===== config.mk =====
export PLATFORM = sky130hd
export DESIGN_NAME = z80_mem_arbiter
export DESIGN_NICKNAME = d
export VERILOG_FILES = /design/src/rtl/z80_arb_pkg.sv /design/src/rtl/z80_busrq_timer.sv /design/src/rtl/z80_mem_arbiter.sv
export SDC_FILE = /design/constraint.sdc
export NUM_CORES = 1
export LEC_CHECK = 0
export CAP_MARGIN = 0
export CORE_MARGIN = 1.5
export CORE_UTILIZATION = 41
export CTS_BUF_LIST = sky130_fd_sc_hd__clkbuf_8
export CTS_CLUSTER_SIZE = 16
export DETAILED_ROUTE_END_ITERATION = 10
export PLACE_DENSITY = 0.88
export SLEW_MARGIN = 0
export SYNTH_ARGS = -nofsm -noshare
export SYNTH_HDL_FRONTEND = slang
export SYNTH_SLANG_ARGS = --single-unit

===== constraint.sdc =====
create_clock -name clk -period 4.1 [get_ports clk]
set_clock_uncertainty 0.05 [all_clocks]
set_input_delay 0.41 -clock clk [delete_from_list [all_inputs] [get_ports clk]]
set_output_delay 0.41 -clock clk [all_outputs]
set_load 0.01 [all_outputs]

===== src/rtl/z80_arb_pkg.sv =====
`default_nettype none
// ============================================================================
// Module      : z80_arb_pkg
// Description : Shared types and defaults for the Z80 memory arbiter.
// Revision    : 1.0 - initial release
// ============================================================================
package z80_arb_pkg;

    localparam int c_MAX_BURST_DEF = 16;
    localparam int c_CPU_MIN_DEF   = 4;
    localparam int c_TIMEOUT_DEF   = 64;
    localparam int c_TMR_W         = 8;

    typedef enum logic [2:0] {
        ST_CPU_OWN  = 3'd0,
        ST_REQ      = 3'd1,
        ST_DMA_OWN  = 3'd2,
        ST_RELEASE  = 3'd3,
        ST_COOLDOWN = 3'd4
    } arb_state_e;

    typedef enum logic [1:0] {
        SEL_CPU      = 2'd0,
        SEL_DMA      = 2'd1,
        SEL_DMA_IDLE = 2'd2
    } mux_sel_e;

    // RELEASE parks the bus on the DMA side with the write strobe held off.
    function automatic mux_sel_e sel_for_state(input arb_state_e s);
        case (s)
            ST_DMA_OWN: return SEL_DMA;
            ST_RELEASE: return SEL_DMA_IDLE;
            default:    return SEL_CPU;
        endcase
    endfunction

endpackage
`default_nettype wire


===== src/rtl/z80_busrq_timer.sv =====
`default_nettype none
// ============================================================================
// Module      : z80_busrq_timer
// Description : Loadable down-counter; done while the count is 1 or 0.
// Revision    : 1.0 - initial release
// ============================================================================
module z80_busrq_timer #(
    parameter int W = 8
) (
    input  logic         clk,
    input  logic         reset,
    input  logic         load_i,
    input  logic [W-1:0] load_val_i,
    input  logic         en_i,
    output logic         done_o
);

    logic [W-1:0] cnt_q;

    always_ff @(posedge clk) begin
        if (reset) begin
            cnt_q <= '0;
        end else if (load_i) begin
            cnt_q <= load_val_i;
        end else if (en_i && (cnt_q != '0)) begin
            cnt_q <= cnt_q - 1'b1;
        end
    end

    // A load of 0 or 1 both give a single-cycle wait.
    assign done_o = (cnt_q <= W'(1));

endmodule
`default_nettype wire


===== src/rtl/z80_mem_arbiter.sv =====
`default_nettype none
// ============================================================================
// Module      : z80_mem_arbiter
// Description : Shares system memory between the tv80s CPU and a DMA requester
//               via BUSRQ/BUSAK. Optional REQ timeout: Z80_ARB_TIMEOUT_EN.
// Revision    : 1.0 - initial release
// ============================================================================
module z80_mem_arbiter
    import z80_arb_pkg::*;
#(
    parameter int MAX_BURST = c_MAX_BURST_DEF,
    parameter int CPU_MIN   = c_CPU_MIN_DEF,
    parameter int TIMEOUT   = c_TIMEOUT_DEF
) (
    input  logic        clk,
    input  logic        reset,
    input  logic [15:0] cpu_a,
    input  logic [7:0]  cpu_do,
    input  logic        cpu_mreq_n,
    input  logic        cpu_wr_n,
    input  logic        cpu_busak_n,
    output logic        cpu_busrq_n,
    input  logic        dma_req,
    input  logic        dma_valid,
    input  logic        dma_we,
    input  logic [15:0] dma_a,
    input  logic [7:0]  dma_wd,
    output logic        dma_gnt,
    output logic [7:0]  dma_rdata,
    output logic        dma_rvalid,
    output logic        dma_err,
    output logic [15:0] mem_a,
    output logic [7:0]  mem_wd,
    output logic        mem_we,
    input  logic [7:0]  mem_rd
);

    localparam int                  c_BEAT_W    = $clog2(MAX_BURST + 1);
    localparam logic [c_BEAT_W-1:0] c_LAST_BEAT = c_BEAT_W'(MAX_BURST - 1);
    localparam logic [c_TMR_W-1:0]  c_CPU_MIN_V = c_TMR_W'(CPU_MIN);
    localparam logic [c_TMR_W-1:0]  c_TMO_V     = c_TMR_W'(TIMEOUT);

    arb_state_e          state_q, state_d;
    logic [c_BEAT_W-1:0] beats_q, beats_d;
    logic                busrq_n_q, gnt_q, rvalid_q;
    logic [7:0]          rdata_q;
    logic                w_beat, w_last_beat, w_rd_beat, w_timeout, w_retry_block;
    logic                w_tmr_load, w_tmr_en, w_tmr_done;
    logic [c_TMR_W-1:0]  w_tmr_val;
    mux_sel_e            w_sel;

`ifdef Z80_ARB_TIMEOUT_EN
    localparam bit c_TMO_EN = 1'b1;
    logic err_q, relock_q;

    // After a timeout the requester must drop dma_req before it can retry.
    always_ff @(posedge clk) begin
        if (reset) begin
            err_q    <= 1'b0;
            relock_q <= 1'b0;
        end else begin
            err_q <= w_timeout;
            if (w_timeout)     relock_q <= 1'b1;
            else if (!dma_req) relock_q <= 1'b0;
        end
    end

    assign dma_err       = err_q;
    assign w_retry_block = relock_q;
`else
    localparam bit c_TMO_EN = 1'b0;
    assign dma_err       = 1'b0;
    assign w_retry_block = 1'b0;
`endif

    assign w_beat      = (state_q == ST_DMA_OWN) && dma_valid;
    assign w_last_beat = w_beat && (beats_q == c_LAST_BEAT);
    assign w_rd_beat   = w_beat && !dma_we;

    always_comb begin
        state_d    = state_q;
        beats_d    = beats_q;
        w_tmr_load = 1'b0;
        w_tmr_val  = c_CPU_MIN_V;
        w_tmr_en   = 1'b0;
        w_timeout  = 1'b0;
        case (state_q)
            ST_CPU_OWN: begin
                if (dma_req && !w_retry_block) begin
                    state_d    = ST_REQ;
                    w_tmr_load = c_TMO_EN;
                    w_tmr_val  = c_TMO_V;
                end
            end
            ST_REQ: begin
                w_tmr_en = 1'b1;
                if (!dma_req) begin
                    state_d = ST_RELEASE;
                end else if (!cpu_busak_n) begin
                    state_d = ST_DMA_OWN;
                    beats_d = '0;
                end else if (c_TMO_EN && w_tmr_done) begin
                    state_d   = ST_RELEASE;
                    w_timeout = 1'b1;
                end
            end
            ST_DMA_OWN: begin
                if (w_beat) beats_d = beats_q + 1'b1;
                if (!dma_req || w_last_beat) state_d = ST_RELEASE;
            end
            ST_RELEASE: begin
                if (cpu_busak_n) begin
                    state_d    = ST_COOLDOWN;
                    w_tmr_load = 1'b1;
                    w_tmr_val  = c_CPU_MIN_V;
                end
            end
            ST_COOLDOWN: begin
                w_tmr_en = 1'b1;
                if (w_tmr_done) state_d = ST_CPU_OWN;
            end
            default: state_d = ST_CPU_OWN;
        endcase
    end

    always_ff @(posedge clk) begin
        if (reset) begin
            state_q   <= ST_CPU_OWN;
            beats_q   <= '0;
            busrq_n_q <= 1'b1;
            gnt_q     <= 1'b0;
            rvalid_q  <= 1'b0;
            rdata_q   <= 8'h00;
        end else begin
            state_q   <= state_d;
            beats_q   <= beats_d;
            busrq_n_q <= !((state_d == ST_REQ) || (state_d == ST_DMA_OWN));
            gnt_q     <= (state_d == ST_DMA_OWN);
            rvalid_q  <= w_rd_beat;
            if (w_rd_beat) rdata_q <= mem_rd;
        end
    end

    z80_busrq_timer #(
        .W (c_TMR_W)
    ) u_timer (
        .clk        (clk),
        .reset      (reset),
        .load_i     (w_tmr_load),
        .load_val_i (w_tmr_val),
        .en_i       (w_tmr_en),
        .done_o     (w_tmr_done)
    );

    assign w_sel = sel_for_state(state_q);

    always_comb begin
        mem_a  = cpu_a;
        mem_wd = cpu_do;
        mem_we = !cpu_mreq_n && !cpu_wr_n;
        case (w_sel)
            SEL_DMA: begin
                mem_a  = dma_a;
                mem_wd = dma_wd;
                mem_we = dma_valid && dma_we;
            end
            SEL_DMA_IDLE: begin
                mem_a  = dma_a;
                mem_wd = dma_wd;
                mem_we = 1'b0;
            end
            default: ;
        endcase
    end

    assign cpu_busrq_n = busrq_n_q;
    assign dma_gnt     = gnt_q;
    assign dma_rvalid  = rvalid_q;
    assign dma_rdata   = rdata_q;

endmodule
`default_nettype wire


### Word level (Yosys, flattened, before mapping)

Index checks and enable logic that the tools add are counted.

* register bits after elaboration: 27
* output and inout bits: 37

* equal/unequal tests: 12
* add/sub/neg operators: 2
* reductions and logical operators: 20
* mux-type cells: 22
* $lt $le $gt $ge: 1

Operators by type and width (count)
* $mux W8: 3
* $mux W3: 6
* $mux W16: 1
* $mux W5: 3
* $pmux W3 S5: 1
* $mux W7: 2
* $pmux W5 S2: 1
* $eq A3 B2 Y1 const B: 3
* $le A8 B1 Y1 const B: 1
* $reduce_bool A8 Y1: 1
* $sub A8 B1 Y8 const B: 1
* $eq A3 B1 Y1 const B: 2
* $logic_and A1 B1 Y1: 6
* $ne A2 B2 Y1 const B: 3
* $add A5 B1 Y5 const B: 1
* $eq A5 B4 Y1 const B: 1
* $logic_not A1 Y1: 5
* $pmux W2 S2: 1
* $reduce_and A4 Y1: 1
* $reduce_bool A2 Y1: 2
* $reduce_or A2 Y1: 2
* $eq A3 B3 Y1 const B: 1
* $logic_not A3 Y1: 1
* $mux W1: 3
* other kinds (4): 5

### Logic depth before layout (Yosys ltp)

Gate-level depths: netlist (run 1).

* depth after elaboration: 9
* gate-level depth with buffers: 7

### Hierarchy

A second synthesis (run 1) with hierarchy kept.

* cell total of the unflattened synthesis: 251
* area, all modules: 1843.0 um2

Modules (own cells, without submodules)
* z80_mem_arbiter: cells an instance 183, seq. area each 380.4 um2, area each 1285.0 um2, times used 1
* z80_busrq_timer: cells an instance 68, seq. area each 160.2 um2, area each 558.0 um2, times used 1

### Worst setup path after synthesis (run 1)

OpenSTA, ideal clock, no wires.

* path type: register to output
* from: reg state_q[2]
* to: out mem_a[0]
* path buffers: 2
* setup slack: 2.367 ns
* data arrival time: 1.273 ns
* stages on the path, launching flop included: 5
* data required time: 3.640 ns
* cells stage by stage: dfxtp_1 -> nand2b_1 -> buf_2 -> buf_2 -> mux2_2

* longest elaborated chain between the ends: 5
* elaborated cells on any way between the ends: 7
* those cells by class: eq/ne (4); mux (2); reduce/logical (1)

Ends and longest elaborated chain
* start: declaration: line z80_mem_arbiter.sv:43 `arb_state_e state_q, state_d;`
* start signal: assignment: line z80_mem_arbiter.sv:135 `state_q <= state_d;`
* $eq A3 B2 Y1: line z80_arb_pkg.sv:30 `case (s)`
* $pmux W2 S2 *: line z80_arb_pkg.sv:30
* $eq A2 B2 Y1 or $eq A2 B1 Y1 (tied branches): line z80_mem_arbiter.sv:161 `case (w_sel)`
* $reduce_or A2 Y1 (no source line) *
* $mux W16 *: line z80_mem_arbiter.sv:161
* end: declaration: line z80_mem_arbiter.sv:32 `output logic [15:0] mem_a,`

Every way passes the cells marked *; elsewhere a longest branch is shown, timed or not.

### Final worst setup path (run 1)

* from: reg state_q[2]
* to: out mem_a[15]

The elaborated chain is that of the path after synthesis.

==> qor.csv, run 1 <==
stage,metric,value,unit
routing,via count,1632,
synth,post-synthesis simple-gate area fraction,0.2189,
grt,first-pass GRT wire length,7272,um
worst_hold_path,HP Class,reg -> reg,
place,pre-CTS WS,1.333,ns
final_layout,share of cells above drive strength 1,0.1155,
routing,drt wl/cell,14.59,um
timing,final slew viol count,0,
final_layout,number of nets in the layout,346,
die,core area,0.003716,mm^2
setup_path,Crit Path Max Fanout,15,
clock_network,"Reg clk slew, reported paths",0.09,ns
synth,syn_nets,254,
place,Post-DP HPWL,3851,um
die,IO Pins,101,
synth,complex-gate fraction of the synthesized area,0.1013,
routing,initial drt markers,60,
setup_path,Worst Setup End Kind,output port,
synth,post-synth top area share,0.3341,
final_layout,Syn-to-layout area delta,65.43,%
timing,slew margin rel.,0.5111,
power,logic gate share of total power,0.387,
place,Placement Cell Area,0.002626,mm^2
power,P per Cell Area,277.5,mW/mm^2
setup_path,crit path launch type,register,
synth,"area leader, netlist",dfxtp_1,
synth,register area share after synthesis,0.3341,
clock_network,worst skew pair latency,0.27,ns
timing,Tcrit/Tclk final,0.7539,
final_layout,Final Core Density,0.7202,
routing,Post-route DRC,0,
synth,Mean Syn Cell Area,8.698,um^2
timing,endpoints failing hold,0,
synth,top post-synthesis cells by area,"dfxtp_1 33%, mux2_2 17%, mux2i_1 6.2%, nor2_1 6.0%, ha_1 3.1%",
clock_network,Post-CTS Setup Bufs,0,
synth,most common cell in the netlist,dfxtp_1,
clock_network,CTS tree,yes,
die,Initial Utilization,0.4354,
clock_network,# H-tree levels,1,
routing,final wirelength,4742,um
die,Core Rows,22,
power,Pint,0.0005224,W
flow_run,Max-cap violations,0,
synth,Post-Syn Area,0.001618,mm^2
clock_network,root buffer cell,clkbuf_8,
synth,main combinational cell family by area after synthesis,multiplexers,
synth,most common library cells after synthesis,"27 x dfxtp_1, 26 x nor2_1, 24 x mux2_2, 10 x mux2i_1, 9 x nor3_1",
setup_path,r2r setup slk,1.94,ns
die,Chip Width,65.82,um
setup_path,Critical Path AT,2.63,ns
place,Port Buffers,99,
final_layout,n_diodes,0,
clock_network,total CTS buffers,3,
synth,xor and xnor area share after synthesis,0.03248,
routing,number of vias per cell,5.022,
routing,TritonRoute pass-1 iters,4,
timing,RSZ-0062 raised after global routing,no,
final_layout,# fillers,296,
power,Leak,0.9869,nW
place,routability cong.,0.8332,
grt,vias in the first global route,1547,
grt,grt ovf,0,
synth,number of synthesized flops with an enable pin,0,
final_layout,fin area,0.002676,mm^2
clock_network,CTS Hold Bufs,0,
routing,final antenna-violating net count,0,
clock_network,post_cts resized,0,
synth,synthesis warning total,0,
setup_path,worst endpoint required time,3.64,ns
timing,FMAX,323.5,MHz
clock_network,clock sink total,27,
timing,Fin Setup TNS,0,ns
setup_path,CP Class,reg -> out,
synth,Post-Synth Adder-Cell Area,0.03094,
timing,Final min period,3.091,ns
timing,worst setup margin,1.009,ns
die,Die ar.,0.004332,mm^2
grt,GRT Total Usage,0.2162,
outcome,status,"finished, final reports clean",
synth,mux share of post-synthesis cell area,0.2289,
power,Peak VDD IR,0.0002865,V
grt,largest net degree at the start of global routing,22,
clock_network,clk buf depth,2,
synth,prevailing post-synth register cell,dfxtp_1,
synth,Synth cell types,39,
synth,async set-or-reset flop fraction in the synthesized netlist,0,
grt,initial antenna violation count,0,
die,die height,65.82,um
power,Clk network pwr share,0.210,
timing,Finish-stage setup viols,0,
power,Switching Fraction,0.2967,
timing,Least-Margin Pin Slew,0.7310,ns
power,Seq pwr share,0.403,
synth,Syn Inst Count,186,
power,Psw,0.0002204,W
synth,number of synthesized register bits,27,
[final timing paths]
kind / from / endpoint / cells after the start
setup / recovery: state_q[2] / mem_a[15] / 4
hold / removal: beats_q[1] / beats_q[1] / 2
setup reg to reg: state_q[1] / dma_rdata[2] / 5
hold reg to reg: beats_q[1] / beats_q[1] / 2
[layer usage]
metal / up-vias / routed length, um / track usage
met1: 750 / 1998 / 0.2653
met4: 0 / 48 / 0.04948
met3: 6 / 249 / 0.05111
li1: 837 / - / -
met2: 39 / 2446 / 0.3801
met5: - / 0 / 0
[critical path, cell delays in order, from the launching register on]
cell,delay [ns]
dfxtp_1,0.61
nand2b_1,0.56
buf_4,0.34
mux2_2,0.36
clkdlybuf4s50_1,0.48
[cell families (layout without fill, tap and decap cells)]
kind of cell	after synthesis	after routing
xor gates and xnor gates	6	6
muxes	34	34
adders and majority gates	4	4
other	1	1
AOI/OAI and AO/OA	25	25
and+or+nand+nor	70	70
buffers and inverters	19	110
DFF	27	27
[sequential cells by signal, summed over array words and instances, names as in the netlist]
signal / cells
beats_q: 5
dma_gnt: 1
cpu_busrq_n: 1
state_q: 3
u_timer.cnt_q: 8
dma_rdata: 8
dma_rvalid: 1
[through the flow]
step                      total power, W  hold WS (ns)  cells
after global routing           0.0007891        0.4680    325
after CTS                      0.0007515        0.4501    325
final                          0.0007428        0.4488    325
after global placement         0.0005873        0.4221    321
after floorplan                0.0004562        0.4029    186
after detailed placement       0.0005920        0.4355    321
[area by class of cell]
type                       count  area [um^2]  share of cell area
timing repair buffer         101         1006              0.3759
multi-input combinational    140         1001              0.3740
sequential                    27        540.5              0.2020
tap                           48        60.06             0.02244
clock buffer                   3        41.29             0.01543
inverter                       5        18.77            0.007013
clock inverter                 1        8.758            0.003273
[cells in the final DEF (no fill, tap or decap), types with 4 or more instances in the layout]
cell             synthesis  routed
inv_1                    5       5
nand2_1                  8       8
ha_1                     4       4
mux2i_1                 10      10
mux2_2                  24      24
nor3_1                   9       9
clkdlybuf4s50_1          0      99
a31oi_1                  4       4
dfxtp_1                 27      27
nand3_1                  6       6
xnor2_1                  5       5
nor3b_1                  4       4
a21oi_1                  8       8
nor2_1                  26      26
[power by group through the flow]
stage	registers (W)	clock network, W	logic [W]
2_1_floorplan	0.000294	0	0.000162
6_report	0.000300	0.000156	0.000287
3_3_place_gp	0.000305	0	0.000282
4_1_cts	0.000299	0.000164	0.000288
5_1_grt	0.000302	0.000174	0.000313
3_5_place_dp	0.000306	0	0.000286
(Power assumes the default switching activity.)
==> run 2, diff against run 1 <==
--- a/config.mk
+++ b/config.mk
@@ -7,11 +7,11 @@
 export LEC_CHECK = 0
 export CAP_MARGIN = 0
 export CORE_MARGIN = 1.5
-export CORE_UTILIZATION = 41
+export CORE_UTILIZATION = 34
 export CTS_BUF_LIST = sky130_fd_sc_hd__clkbuf_8
 export CTS_CLUSTER_SIZE = 16
 export DETAILED_ROUTE_END_ITERATION = 10
-export PLACE_DENSITY = 0.88
+export PLACE_DENSITY = 0.78
 export SLEW_MARGIN = 0
 export SYNTH_ARGS = -nofsm -noshare
 export SYNTH_HDL_FRONTEND = slang
==> constraint.sdc (replaced) <==
create_clock -name clk -period 2.8 [get_ports clk]
set_clock_uncertainty 0.05 [all_clocks]
set_input_delay 0.28 -clock clk [delete_from_list [all_inputs] [get_ports clk]]
set_output_delay 0.28 -clock clk [all_outputs]
set_load 0.01 [all_outputs]
==> qor.csv, run 2 (same netlist as run 1, synthesis figures left out) <==
stage,metric,value,unit,change
timing,FMAX,395.5,MHz,
timing,Tcrit/Tclk final,0.9029,,
place,Port Buffers,99,,unchanged
setup_path,Crit Path Max Fanout,14,,-1
die,Die ar.,0.005181,mm^2,+20%
setup_path,Worst R2R Start,state_q[2],,
timing,Least-Margin Pin Slew,0.5937,ns,-0.1373 ns
routing,Metal-1 WL,2087,um,+4.5%
final_layout,"commonest cells after routing, fill and taps aside","99 x clkdlybuf4s50_1, 27 x dfxtp_1, 26 x nor2_1",,
routing,metal3 WL,227,um,-8.8%
timing,final slew viol count,0,,unchanged
die,Chip Width,71.98,um,+9.4%
final_layout,# fillers,396,,+34%
clock_network,Post-CTS Setup Bufs,0,,unchanged
timing,slew margin rel.,0.6036,,+0.09252
worst_hold_path,WHS Path Cells,2,,unchanged
timing,Fin Setup TNS,0,ns,unchanged
final_layout,n_diodes,0,,unchanged
outcome,status,"finished, final reports clean",,
worst_hold_path,hold endpoint,beats_q[1],,
routing,drt wl/cell,14.62,um,+0.18%
clock_network,clock sink total,27,,unchanged
clock_network,"Reg clk slew, reported paths",0.09,ns,about the same
power,Leak,0.9970,nW,+1.0%
routing,met2 WL post-DR,2537,um,+3.7%
clock_network,clk buf depth,2,,unchanged
die,Core Rows,24,,+9.1%
setup_path,Critical Path AT,2.20,ns,-0.43 ns
timing,RSZ-0062 raised after global routing,no,,
place,Post-DP HPWL,3818,um,-0.87%
setup_path,Worst Setup End Kind,output port,,
setup_path,CP Class,reg -> out,,
timing,minimum hold slack,0.4466,ns,-0.002272 ns
clock_network,CTS tree,yes,,
die,IO Pins,101,,unchanged
clock_network,CTS Hold Bufs,0,,unchanged
grt,initial antenna violation count,0,,unchanged
setup_path,worst endpoint required time,2.47,ns,-1.17 ns
grt,GRT Total Usage,0.1765,,-0.03965
timing,Final min period,2.528,ns,
grt,first-pass GRT wire length,7383,um,+1.5%
setup_path,Reg-to-Reg End,dma_rdata[2],,
clock_network,total CTS buffers,3,,unchanged
routing,TritonRoute pass-1 iters,4,,unchanged
setup_path,crit path launch type,register,,
final_layout,Syn-to-layout area delta,67.05,%,
setup_path,r2r setup slk,0.96,ns,-0.98 ns
routing,initial drt markers,93,,+55%
place,routability cong.,0.7755,,-6.9%
die,core area,0.004474,mm^2,+20%
timing,Finish-stage setup viols,0,,unchanged
clock_network,root buffer cell,clkbuf_8,,
worst_hold_path,min-delay src,beats_q[1],,
clock_network,# H-tree levels,1,,unchanged
routing,final antenna-violating net count,0,,unchanged
power,Peak VDD IR,0.0004237,V,+48%
die,die height,71.98,um,+9.4%
routing,number of vias per cell,5.015,,-0.13%
grt,grt ovf,0,,unchanged
grt,vias in the first global route,1547,,unchanged
routing,top routing layer used,met3,,
setup_path,FF-to-FF path depth,6,,+1
grt,largest net degree at the start of global routing,22,,unchanged
flow_run,Max-cap violations,0,,unchanged
power,P per Cell Area,405.2,mW/mm^2,+46%
routing,Post-route DRC,0,,unchanged
routing,via count,1665,,+2.0%
routing,final wirelength,4853,um,+2.3%
clock_network,worst skew pair latency,0.27,ns,about the same
timing,endpoints failing hold,0,,unchanged
clock_network,post_cts resized,0,,unchanged
final_layout,share of cells above drive strength 1,0.1250,,+0.009477
die,Initial Utilization,0.3616,,-0.07378
worst_hold_path,HP Class,reg -> reg,,
final_layout,number of nets in the layout,349,,+0.87%
final_layout,"commonest non-fill, non-tap cell in the layout",clkdlybuf4s50_1,,
run 2: layout make-up:
type                            instances  area (um^2)  area share
Clock buffer                            3        41.29     0.01528
Clock inverter                          1        7.507    0.002778
Inverter                                5        18.77    0.006944
Multi-Input combinational cell        140         1001      0.3704
Sequential cell                        27        540.5      0.2000
Tap cell                               52        65.06     0.02407
Timing Repair Buffer                  104         1028      0.3806
run 2: critical path: stages (launching register included):
cell and delay [ns]:
dfxtp_1 0.61, nand2b_1 0.22, buf_4 0.24, mux2_2 0.36
clkdlybuf4s50_1 0.49
run 2: how the worst max path moves through the flow:
stage / from / end / slack, ns
after floorplan: u_timer.cnt_q[7] / state_q[2] / 1.12
after global placement: state_q[2] / mem_wd[6] / 0.59
after detailed placement: state_q[2] / mem_wd[6] / 0.58
after CTS: state_q[2] / mem_a[5] / 0.27
after global routing: state_q[2] / mem_wd[2] / 0.17
final: state_q[2] / mem_a[5] / 0.27
run 2: power breakdown:
group	total, W	switching [W]	internal [W]
clock network	0.000226	0.000125	0.000101
registers	0.000434	0.0000291	0.000405
logic	0.000435	0.000173	0.000261
run 2: per-layer routing:
layer	vias to the layer above	track usage
met3	0	0.04722
li1	843	-
met5	-	0
met2	42	0.3179
met4	0	0.002096
met1	780	0.2246
run 2: stage by stage:
stage	total power [W]	instances	util	instance area [um^2]	worst slack, ns
2_1_floorplan	0.0006680	186	-	1618	1.120
3_3_place_gp	0.0008673	328	0.5931	2654	0.5931
3_5_place_dp	0.0008767	328	0.5931	2654	0.5847
4_1_cts	0.001100	332	0.6040	2703	0.2696
5_1_grt	0.001156	332	0.6040	2703	0.1694
6_report	0.001095	332	0.6040	2703	0.2717
==> run 3, diff against run 2 <==
--- a/config.mk
+++ b/config.mk
@@ -12,6 +12,8 @@
 export CTS_CLUSTER_SIZE = 16
 export DETAILED_ROUTE_END_ITERATION = 10
 export PLACE_DENSITY = 0.78
+export RECOVER_POWER = 100
+export SKIP_LAST_GASP = 1
 export SLEW_MARGIN = 0
 export SYNTH_ARGS = -nofsm -noshare
 export SYNTH_HDL_FRONTEND = slang
==> qor.csv, run 3 (same netlist as run 1, synthesis figures left out) <==
stage,metric,value,unit,change
setup_path,Worst path max stage delay,0.60,ns,about the same
power,P per Cell Area,404.7,mW/mm^2,-0.11%
timing,final slew viol count,0,,unchanged
grt,GRT Total Usage,0.1765,,unchanged
die,Chip Width,71.98,um,unchanged
final_layout,share of cells above drive strength 1,0.1179,,-0.007143
die,IO Pins,101,,unchanged
setup_path,Critical Path AT,2.28,ns,+0.08 ns
timing,RSZ-0062 raised after global routing,no,,
routing,final antenna-violating net count,0,,unchanged
final_layout,"commonest non-fill, non-tap cell in the layout",clkdlybuf4s50_1,,
final_layout,fin area,0.002693,mm^2,-0.37%
die,die height,71.98,um,unchanged
routing,via count,1667,,+0.12%
clock_network,post_cts resized,0,,unchanged
power,Leak,1.027,nW,+3.1%
grt,largest net degree at the start of global routing,22,,unchanged
flow_run,Max-cap violations,0,,unchanged
routing,Post-route DRC,0,,unchanged
setup_path,CP Class,reg -> out,,
grt,most used routing layer,met2,,
routing,final wirelength,4839,um,-0.29%
setup_path,Crit path buffers/inverters,2,,unchanged
final_layout,Syn-to-layout area delta,66.43,%,
timing,Fin Setup TNS,0,ns,unchanged
worst_hold_path,WHS Path Cells,2,,unchanged
grt,GR Util met1,0.2246,,unchanged
timing,Tcrit/Tclk final,0.9307,,+0.02780
setup_path,worst path cell trace,"nand2b_1, buf_4, mux2_2, dlygate4sd3_1",,
die,Core Rows,24,,unchanged
clock_network,root buffer cell,clkbuf_8,,
place,routability cong.,0.7755,,unchanged
final_layout,n_diodes,0,,unchanged
routing,initial drt markers,98,,+5.4%
setup_path,"CP delay by family, top",buffers and inverters,,
timing,FMAX,383.7,MHz,-3.0%
power,Peak VDD IR,0.0004228,V,-0.22%
clock_network,# H-tree levels,1,,unchanged
die,Die ar.,0.005181,mm^2,unchanged
grt,met2 Resource Use GR,0.3179,,unchanged
clock_network,CTS tree,yes,,
grt,vias in the first global route,1547,,unchanged
grt,initial antenna violation count,0,,unchanged
routing,number of vias per cell,5.021,,+0.12%
die,core area,0.004474,mm^2,unchanged
die,Initial Utilization,0.3616,,unchanged
clock_network,worst skew pair latency,0.27,ns,about the same
final_layout,Final Core Density,0.6018,,-0.002237
clock_network,clk buf depth,2,,unchanged
timing,Finish-stage setup viols,0,,unchanged
place,Post-DP HPWL,3818,um,unchanged
place,Port Buffers,99,,unchanged
routing,TritonRoute pass-1 iters,4,,unchanged
timing,endpoints failing hold,0,,unchanged
clock_network,clock sink total,27,,unchanged
outcome,status,"finished, final reports clean",,
final_layout,number of nets in the layout,349,,unchanged
setup_path,FF-to-FF path depth,6,,unchanged
timing,Least-Margin Pin Slew,0.6418,ns,+0.04810 ns
clock_network,CTS Hold Bufs,0,,unchanged
clock_network,total CTS buffers,3,,unchanged
grt,first-pass GRT wire length,7383,um,unchanged
place,Placement Cell Area,0.002654,mm^2,unchanged
worst_hold_path,HP Class,reg -> reg,,
timing,slew margin rel.,0.5721,,-0.03153
clock_network,Post-CTS Setup Bufs,0,,unchanged
grt,grt ovf,0,,unchanged
setup_path,worst endpoint required time,2.47,ns,about the same
final_layout,Final Non-Filler Cells,332,,unchanged
setup_path,Crit Path Max Fanout,14,,unchanged
setup_path,CP max stage cell,dfxtp_1,,
setup_path,CP Depth,4,,unchanged
routing,drt wl/cell,14.58,um,-0.29%
setup_path,Worst Setup End Kind,output port,,
final_layout,"commonest cells after routing, fill and taps aside","85 x clkdlybuf4s50_1, 27 x dfxtp_1, 26 x nor2_1",,
grt,met3 Use GR,0.04722,,unchanged
clock_network,"Reg clk slew, reported paths",0.09,ns,about the same
timing,Final min period,2.606,ns,+0.07783 ns
setup_path,crit path launch type,register,,
place,placed insts,328,,unchanged
==> run 3: final timing paths <==
path / slack [ns] / endpoint / startpoint
worst min register to register: 0.44 / beats_q[4] / beats_q[4]
worst max-delay path: 0.19 / mem_a[7] / state_q[2]
worst max register to register: 0.58 / dma_rdata[2] / state_q[2]
worst min-delay path: 0.44 / beats_q[4] / beats_q[4]
==> run 3: per-layer routing <==
layer | vias up | wire [um]
met5 | - | 0
met4 | 0 | 0
met3 | 0 | 247
met2 | 51 | 2540
met1 | 772 | 2051
li1 | 844 | -
==> run 3: report_power, final <==
part / switching, W / internal (W) / total, W / leakage [nW]
clock network: 0.000125 / 0.000101 / 0.000226 / 0.0217
logic: 0.000173 / 0.000258 / 0.000430 / 0.787
registers: 0.0000286 / 0.000405 / 0.000433 / 0.219
total: 0.000326 / 0.000763 / 0.00109 / 1.03
==> run 3: worst register-to-register path: stages, from the launching register on <==
cell and delay, ns:
dfxtp_1 0.45, nand2b_1 0.25, buf_4 0.21, nor4b_1 0.29
clkbuf_1 0.54, mux2i_1 0.28, nor2_1 0.05
==> run 3: final cells by class <==
| cell class | instances | area (um^2) |
|---|---|---|
| clock inverters | 1 | 7.507 |
| repair buffers | 104 | 1025 |
| multi-input cells | 140 | 994.7 |
| clock buffers | 3 | 41.29 |
| flip-flops and latches | 27 | 540.5 |
| well taps | 52 | 65.06 |
| fillers | 397 | 1782 |
| inverters | 5 | 18.77 |
==> run 3: stage by stage <==
stage	power [W]	setup WS [ns]	hold slack, ns
finish	0.001090	0.1939	0.4446
global placement	0.0008673	0.5931	0.4244
floorplan	0.0006680	1.120	0.3018
CTS	0.001100	0.2696	0.4485
detailed placement	0.0008767	0.5847	0.4299
global route	0.001151	0.08957	0.4638
